===== src/rtl/sram_arbiter.sv =====
`default_nettype none
// ============================================================================
// Module   : sram_arbiter
// Purpose  : Shares one sram_driver between port A (serial command handler)
//            and port B (bulk fill/dump engine). One read or write is taken
//            per grant, issued to the driver as a one-cycle start pulse, and
//            completed with a one-cycle ack (plus read data) to the winner.
//            Contention is resolved round-robin; A wins the first contention.
// Ports    : clk, reset (sync, active-high)
//            a_req/a_re/a_addr/a_wdata -> a_ack/a_rdata   requester A
//            b_req/b_re/b_addr/b_wdata -> b_ack/b_rdata   requester B
//            drv_ready/drv_data_read   -> drv_start/drv_re/drv_address/
//                                         drv_data_write  sram_driver side
//            busy, grant_b, timeout_err                   status
// Options  : SRAM_ARB_TIMEOUT_EN - bounds WAIT_DONE to TIMEOUT cycles; on
//            expiry timeout_err is set (sticky) and a read returns 8'hFF.
//            Without it WAIT_DONE waits indefinitely and timeout_err is 0.
// Revision : 1.0 - initial release
// ============================================================================
module sram_arbiter #(
    parameter int ADDR_W    = 13,
    parameter int BUSY_WAIT = 4,
    parameter int TIMEOUT   = 255
) (
    input  logic              clk,
    input  logic              reset,
    input  logic              a_req,
    input  logic              a_re,
    input  logic [ADDR_W-1:0] a_addr,
    input  logic [7:0]        a_wdata,
    output logic              a_ack,
    output logic [7:0]        a_rdata,
    input  logic              b_req,
    input  logic              b_re,
    input  logic [ADDR_W-1:0] b_addr,
    input  logic [7:0]        b_wdata,
    output logic              b_ack,
    output logic [7:0]        b_rdata,
    input  logic              drv_ready,
    input  logic [7:0]        drv_data_read,
    output logic              drv_start,
    output logic              drv_re,
    output logic [ADDR_W-1:0] drv_address,
    output logic [7:0]        drv_data_write,
    output logic              busy,
    output logic              grant_b,
    output logic              timeout_err
);

    localparam logic [2:0] c_ST_IDLE      = 3'd0;
    localparam logic [2:0] c_ST_ISSUE     = 3'd1;
    localparam logic [2:0] c_ST_WAIT_BUSY = 3'd2;
    localparam logic [2:0] c_ST_WAIT_DONE = 3'd3;
    localparam logic [2:0] c_ST_RESP      = 3'd4;

    // One counter serves both the BUSY_WAIT and TIMEOUT windows.
    localparam int c_CNT_MAX = (TIMEOUT > BUSY_WAIT) ? TIMEOUT : BUSY_WAIT;
    localparam int c_CNT_W   = $clog2(c_CNT_MAX + 1);

    logic [2:0]         r_state,          w_state;
    logic [c_CNT_W-1:0] r_cnt,            w_cnt;
    logic               r_drv_start,      w_drv_start;
    logic               r_drv_re,         w_drv_re;
    logic [ADDR_W-1:0]  r_drv_address,    w_drv_address;
    logic [7:0]         r_drv_data_write, w_drv_data_write;
    logic               r_a_ack,          w_a_ack;
    logic               r_b_ack,          w_b_ack;
    logic [7:0]         r_a_rdata,        w_a_rdata;
    logic [7:0]         r_b_rdata,        w_b_rdata;
    logic               r_busy,           w_busy;
    logic               r_grant_b,        w_grant_b;
    logic               r_timeout_err,    w_timeout_err;
    logic               w_pick_b;
    logic               w_resp;
    logic [7:0]         w_resp_data;

    always_comb begin
        w_state          = r_state;
        w_cnt            = r_cnt;
        w_drv_start      = 1'b0;
        w_drv_re         = r_drv_re;
        w_drv_address    = r_drv_address;
        w_drv_data_write = r_drv_data_write;
        w_a_ack          = 1'b0;
        w_b_ack          = 1'b0;
        w_a_rdata        = r_a_rdata;
        w_b_rdata        = r_b_rdata;
        w_grant_b        = r_grant_b;
        w_timeout_err    = r_timeout_err;
        w_pick_b         = 1'b0;
        w_resp           = 1'b0;
        w_resp_data      = drv_data_read;

        case (r_state)
            c_ST_IDLE: begin
                if (drv_ready && (a_req || b_req)) begin
                    // B wins when alone, or when both ask and A went last.
                    w_pick_b         = b_req && (!a_req || !r_grant_b);
                    w_grant_b        = w_pick_b;
                    w_drv_re         = w_pick_b ? b_re    : a_re;
                    w_drv_address    = w_pick_b ? b_addr  : a_addr;
                    w_drv_data_write = w_pick_b ? b_wdata : a_wdata;
                    // Registered start is high exactly during ISSUE.
                    w_drv_start      = 1'b1;
                    w_state          = c_ST_ISSUE;
                end
            end
            c_ST_ISSUE: begin
                w_cnt   = '0;
                w_state = c_ST_WAIT_BUSY;
            end
            c_ST_WAIT_BUSY: begin
                if (!drv_ready) begin
                    w_cnt   = '0;
                    w_state = c_ST_WAIT_DONE;
                end else if (r_cnt == c_CNT_W'(BUSY_WAIT - 1)) begin
                    // Driver finished without a visible ready drop.
                    w_resp = 1'b1;
                end else begin
                    w_cnt = r_cnt + c_CNT_W'(1);
                end
            end
            c_ST_WAIT_DONE: begin
                if (drv_ready) begin
                    w_resp = 1'b1;
`ifdef SRAM_ARB_TIMEOUT_EN
                end else if (r_cnt == c_CNT_W'(TIMEOUT - 1)) begin
                    w_resp        = 1'b1;
                    w_resp_data   = 8'hFF;
                    w_timeout_err = 1'b1;
                end else begin
                    w_cnt = r_cnt + c_CNT_W'(1);
`endif
                end
            end
            c_ST_RESP: begin
                w_state = c_ST_IDLE;
            end
            default: begin
                w_state = c_ST_IDLE;
            end
        endcase

        // Ack and read data are registered together so rdata is valid
        // in the same cycle the requester sees its ack.
        if (w_resp) begin
            w_state = c_ST_RESP;
            if (r_grant_b) begin
                w_b_ack = 1'b1;
                if (r_drv_re) w_b_rdata = w_resp_data;
            end else begin
                w_a_ack = 1'b1;
                if (r_drv_re) w_a_rdata = w_resp_data;
            end
        end

        w_busy = (w_state != c_ST_IDLE);
    end

    always_ff @(posedge clk) begin
        if (reset) begin
            r_state          <= c_ST_IDLE;
            r_cnt            <= '0;
            r_drv_start      <= 1'b0;
            r_drv_re         <= 1'b0;
            r_drv_address    <= '0;
            r_drv_data_write <= 8'h00;
            r_a_ack          <= 1'b0;
            r_b_ack          <= 1'b0;
            r_a_rdata        <= 8'h00;
            r_b_rdata        <= 8'h00;
            r_busy           <= 1'b0;
            r_grant_b        <= 1'b1;
            r_timeout_err    <= 1'b0;
        end else begin
            r_state          <= w_state;
            r_cnt            <= w_cnt;
            r_drv_start      <= w_drv_start;
            r_drv_re         <= w_drv_re;
            r_drv_address    <= w_drv_address;
            r_drv_data_write <= w_drv_data_write;
            r_a_ack          <= w_a_ack;
            r_b_ack          <= w_b_ack;
            r_a_rdata        <= w_a_rdata;
            r_b_rdata        <= w_b_rdata;
            r_busy           <= w_busy;
            r_grant_b        <= w_grant_b;
            r_timeout_err    <= w_timeout_err;
        end
    end

    assign drv_start      = r_drv_start;
    assign drv_re         = r_drv_re;
    assign drv_address    = r_drv_address;
    assign drv_data_write = r_drv_data_write;
    assign a_ack          = r_a_ack;
    assign b_ack          = r_b_ack;
    assign a_rdata        = r_a_rdata;
    assign b_rdata        = r_b_rdata;
    assign busy           = r_busy;
    assign grant_b        = r_grant_b;
    assign timeout_err    = r_timeout_err;

endmodule
`default_nettype wire

===== config.mk =====
export PLATFORM = sky130hd
export DESIGN_NAME = sram_arbiter
export DESIGN_NICKNAME = d
export VERILOG_FILES = /design/src/rtl/sram_arbiter.sv
export SDC_FILE = /design/constraint.sdc
export NUM_CORES = 1
export LEC_CHECK = 0
export ABC_AREA = 0
export ABC_CLOCK_PERIOD_IN_PS = 4800
export CORE_ASPECT_RATIO = 0.7
export CORE_MARGIN = 10
export CORE_UTILIZATION = 46
export DETAILED_ROUTE_END_ITERATION = 8
export PLACE_DENSITY = 0.86
export SYNTH_ARGS = -nofsm -noshare
export SYNTH_HDL_FRONTEND = slang
export SYNTH_SLANG_ARGS = --single-unit

===== constraint.sdc =====
create_clock -name clk -period 4.8 [get_ports clk]
set_clock_uncertainty 0.05 [all_clocks]
set_input_delay 0.96 -clock clk [delete_from_list [all_inputs] [get_ports clk]]
set_output_delay 0.96 -clock clk [all_outputs]
set_load 0.005 [all_outputs]

==> results.sh <==
export IMPL_status="completed"
export IMPL_dpl_hpwl_mm=5.29
export IMPL_synth_top_cell_by_area="dfxtp_1"
export IMPL_std_cell_rows=21
export IMPL_yosys_warnings=0
export IMPL_final_max_slew_viol_count=0
export IMPL_drc=0
export IMPL_htreeDepth=2
export IMPL_power_density_mw_per_mm2=284
export IMPL_fin_ws_ns=2.01
export IMPL_placed_cells=401
export IMPL_clk_insertion_delay_late_ns=0.31
export IMPL_post_cts_buffers=0
export IMPL_synth_common_cells="dfxtp_1, mux2i_1, nand2_1"
export IMPL_rsz0062_at_grt="no"
export IMPL_fp_dieW_um=106
export IMPL_max_slew_margin_rel_pct=46.9
export IMPL_cts_clk_slew_worst_paths_ns=0.10
export IMPL_ant_nets=0
export IMPL_maxCapViolCount=0
export IMPL_period_share_pct=58.1
export IMPL_synth_fp_nets=305
export IMPL_worstSetupStartpointType="primary input"
export IMPL_p_leak_uw=0.00134
export IMPL_holdWs_ns=0.415
export IMPL_netlist_instances=247
export IMPL_vias=2145
export IMPL_critical_path_top_delay_family="simple AND/OR/NAND/NOR gates"
export IMPL_grt_max_degree=36
export IMPL_crit_path_max_fanout=8
export IMPL_hold_violations=0
export IMPL_routed_wl_mm=6.90
export IMPL_port_buffers=99
export IMPL_grt_overflow=0
export IMPL_avgSynthCellArea_um2=9.66
export IMPL_grt_pass1_wl_mm=11.0
export IMPL_synth_seq_cells=54
export IMPL_criticalPathCategory="primary input to register"
export IMPL_cts_tree="yes"
export IMPL_fin_cells=409
export IMPL_worstPathRequired_ns=4.99
export IMPL_wl_per_cell_um=16.9
export IMPL_hold_path_class="register to register"
export IMPL_critPathMaxStageDelay_ns=0.70
export IMPL_cts_buffers=5
export IMPL_cts_buffer_depth=2
export IMPL_synth_edf_count=0
export IMPL_crit_buf_inv=1
export IMPL_postCtsResizedCells=0
export IMPL_cp_cell_sequence="clkdlybuf4s50_1 -> and4bb_1 -> a31oi_1 -> nor3b_2 -> mux2i_1"
export IMPL_first_pass_iters=5
export IMPL_worst_path_max_delay_cell="nor3b_2"
export IMPL_cp_end_kind="register"
export IMPL_synth_flop_cell="dfxtp_1"
export IMPL_fin_tns_setup_ns=0
export IMPL_synth_top_area_share_pct=45.3
export IMPL_nets=397
export IMPL_finalCriticalPeriod_ns=2.79
export IMPL_grt_pass1_vias=2162
export IMPL_cts_root_buf="clkbuf_8"
export IMPL_start_util_pct=48.8
export IMPL_clkSinkCount=54
export IMPL_antenna_found_initial=0
export IMPL_dieArea_mm2=0.00851
export IMPL_via_per_inst=5.24
export IMPL_drive_above_1_share_pct=6.76
export IMPL_core_area_mm2=0.00489
export IMPL_globalRouteTotalUtil_pct=16.1
export IMPL_io_pin_count=101
export IMPL_cp_arrival_ns=2.98
export IMPL_setup_viol=0
export IMPL_ys_async_sr_fraction_pct=0
export IMPL_place_gp_congestion=0.884
export IMPL_seq_area_frac_synth_pct=45.3
export IMPL_irDropWorstVdd_mv=0.187
export IMPL_diodes=0
export IMPL_ys_types=42
export IMPL_synthTopCellsByArea="dfxtp_1, mux2i_1, a211oi_1"
export IMPL_synth_most_common_cell="dfxtp_1"
export IMPL_worst_pin_slew_ns=0.794
export IMPL_netlist_area_mm2=0.00239
export IMPL_dp_slack_ns=1.72
export IMPL_area_growth_pct=48.3
export IMPL_cts_hold_buffers_added=0
export IMPL_fmax_mhz=359
export IMPL_initialDrtViolationCount=104
export IMPL_die_h_um=80.3
[placed cells by master (no fill, tap or decap), types with 2 or more instances in the layout]
| master | n |
|---|---|
| nor4_1 | 3 |
| nand4bb_1 | 2 |
| buf_4 | 4 |
| a31oi_1 | 4 |
| nand2_1 | 32 |
| a32o_1 | 2 |
| a21o_1 | 2 |
| a21oi_1 | 3 |
| dfxtp_1 | 54 |
| clkdlybuf4s50_1 | 99 |
| nand3_1 | 4 |
| a211oi_1 | 22 |
| and2_1 | 2 |
| clkbuf_8 | 6 |
| mux2i_1 | 41 |
| nor3_1 | 5 |
| inv_2 | 2 |
| nor2_1 | 27 |
[worst paths after layout]
check	start	end	slack [ns]	cells after the start
worst max-delay path	drv_ready	a_rdata[5]	2.01	5
worst min-delay path	b_rdata[0]	b_rdata[0]	0.41	2
worst max register to register	r_cnt[0]	a_rdata[5]	2.64	5
worst min register to register	b_rdata[0]	b_rdata[0]	0.41	2
[report_power, final]
part,leakage [µW],switching [µW],internal [µW],total [µW]
clock,0.0000618,152,172,324
sequential,0.000441,15.7,472,487
combinational,0.000837,78.8,115,194
total,0.00134,246,758,1000
[metrics by stage]
stage | total power, µW | area, µm² | utilization [%]
3_3_place_gp | 687 | 3420 | 69.9
5_1_grt | 1050 | 3540 | 72.4
2_1_floorplan | 582 | 2390 | -
4_1_cts | 1010 | 3540 | 72.4
6_report | 1000 | 3540 | 72.4
3_5_place_dp | 693 | 3420 | 69.9
[layout make-up]
cell class / instances / area, µm²
flip-flops and latches: 54 / 1080
repair buffers: 103 / 1020
clock buffers: 6 / 82.6
multi-input cells: 173 / 1220
well taps: 69 / 86.3
inverters: 2 / 7.51
clock inverters: 2 / 38.8
fillers: 379 / 1350
[metal layers]
| layer | track usage, % | vias to the layer above | routed length [µm] |
|---|---|---|---|
| met2 | 28.4 | 65 | 3530 |
| li1 | - | 1081 | - |
| met5 | 0 | - | 0 |
| met3 | 5.50 | 10 | 478 |
| met4 | 6.60 | 0 | 129 |
| met1 | 17.5 | 989 | 2760 |
[registers in the layout, indices dropped and copies added, names as in the netlist]
register,cells
b_ack,1
b_rdata,8
grant_b,1
busy,1
r_cnt,8
drv_re,1
drv_data_write,8
drv_start,1
a_rdata,8
r_state,3
a_ack,1
drv_address,13
[worst register-to-register path, cell delays in order, from the launching register on]
cell	delay (ns)
dfxtp_1	0.40
ha_1	0.25
and4bb_1	0.23
a31oi_1	0.17
nor3b_2	0.70
mux2i_1	0.30
[kinds of logic after synthesis]
family / synth area share (%)
other: 0.157
flip-flops: 45.3
AO/OA/AOI/OAI: 13.8
multiplexers: 17.2
buffers and inverters: 4.04
AND/OR/NAND/NOR: 18.9
adder cells (fa/ha/maj): 0.524
(Power assumes the default switching activity.)
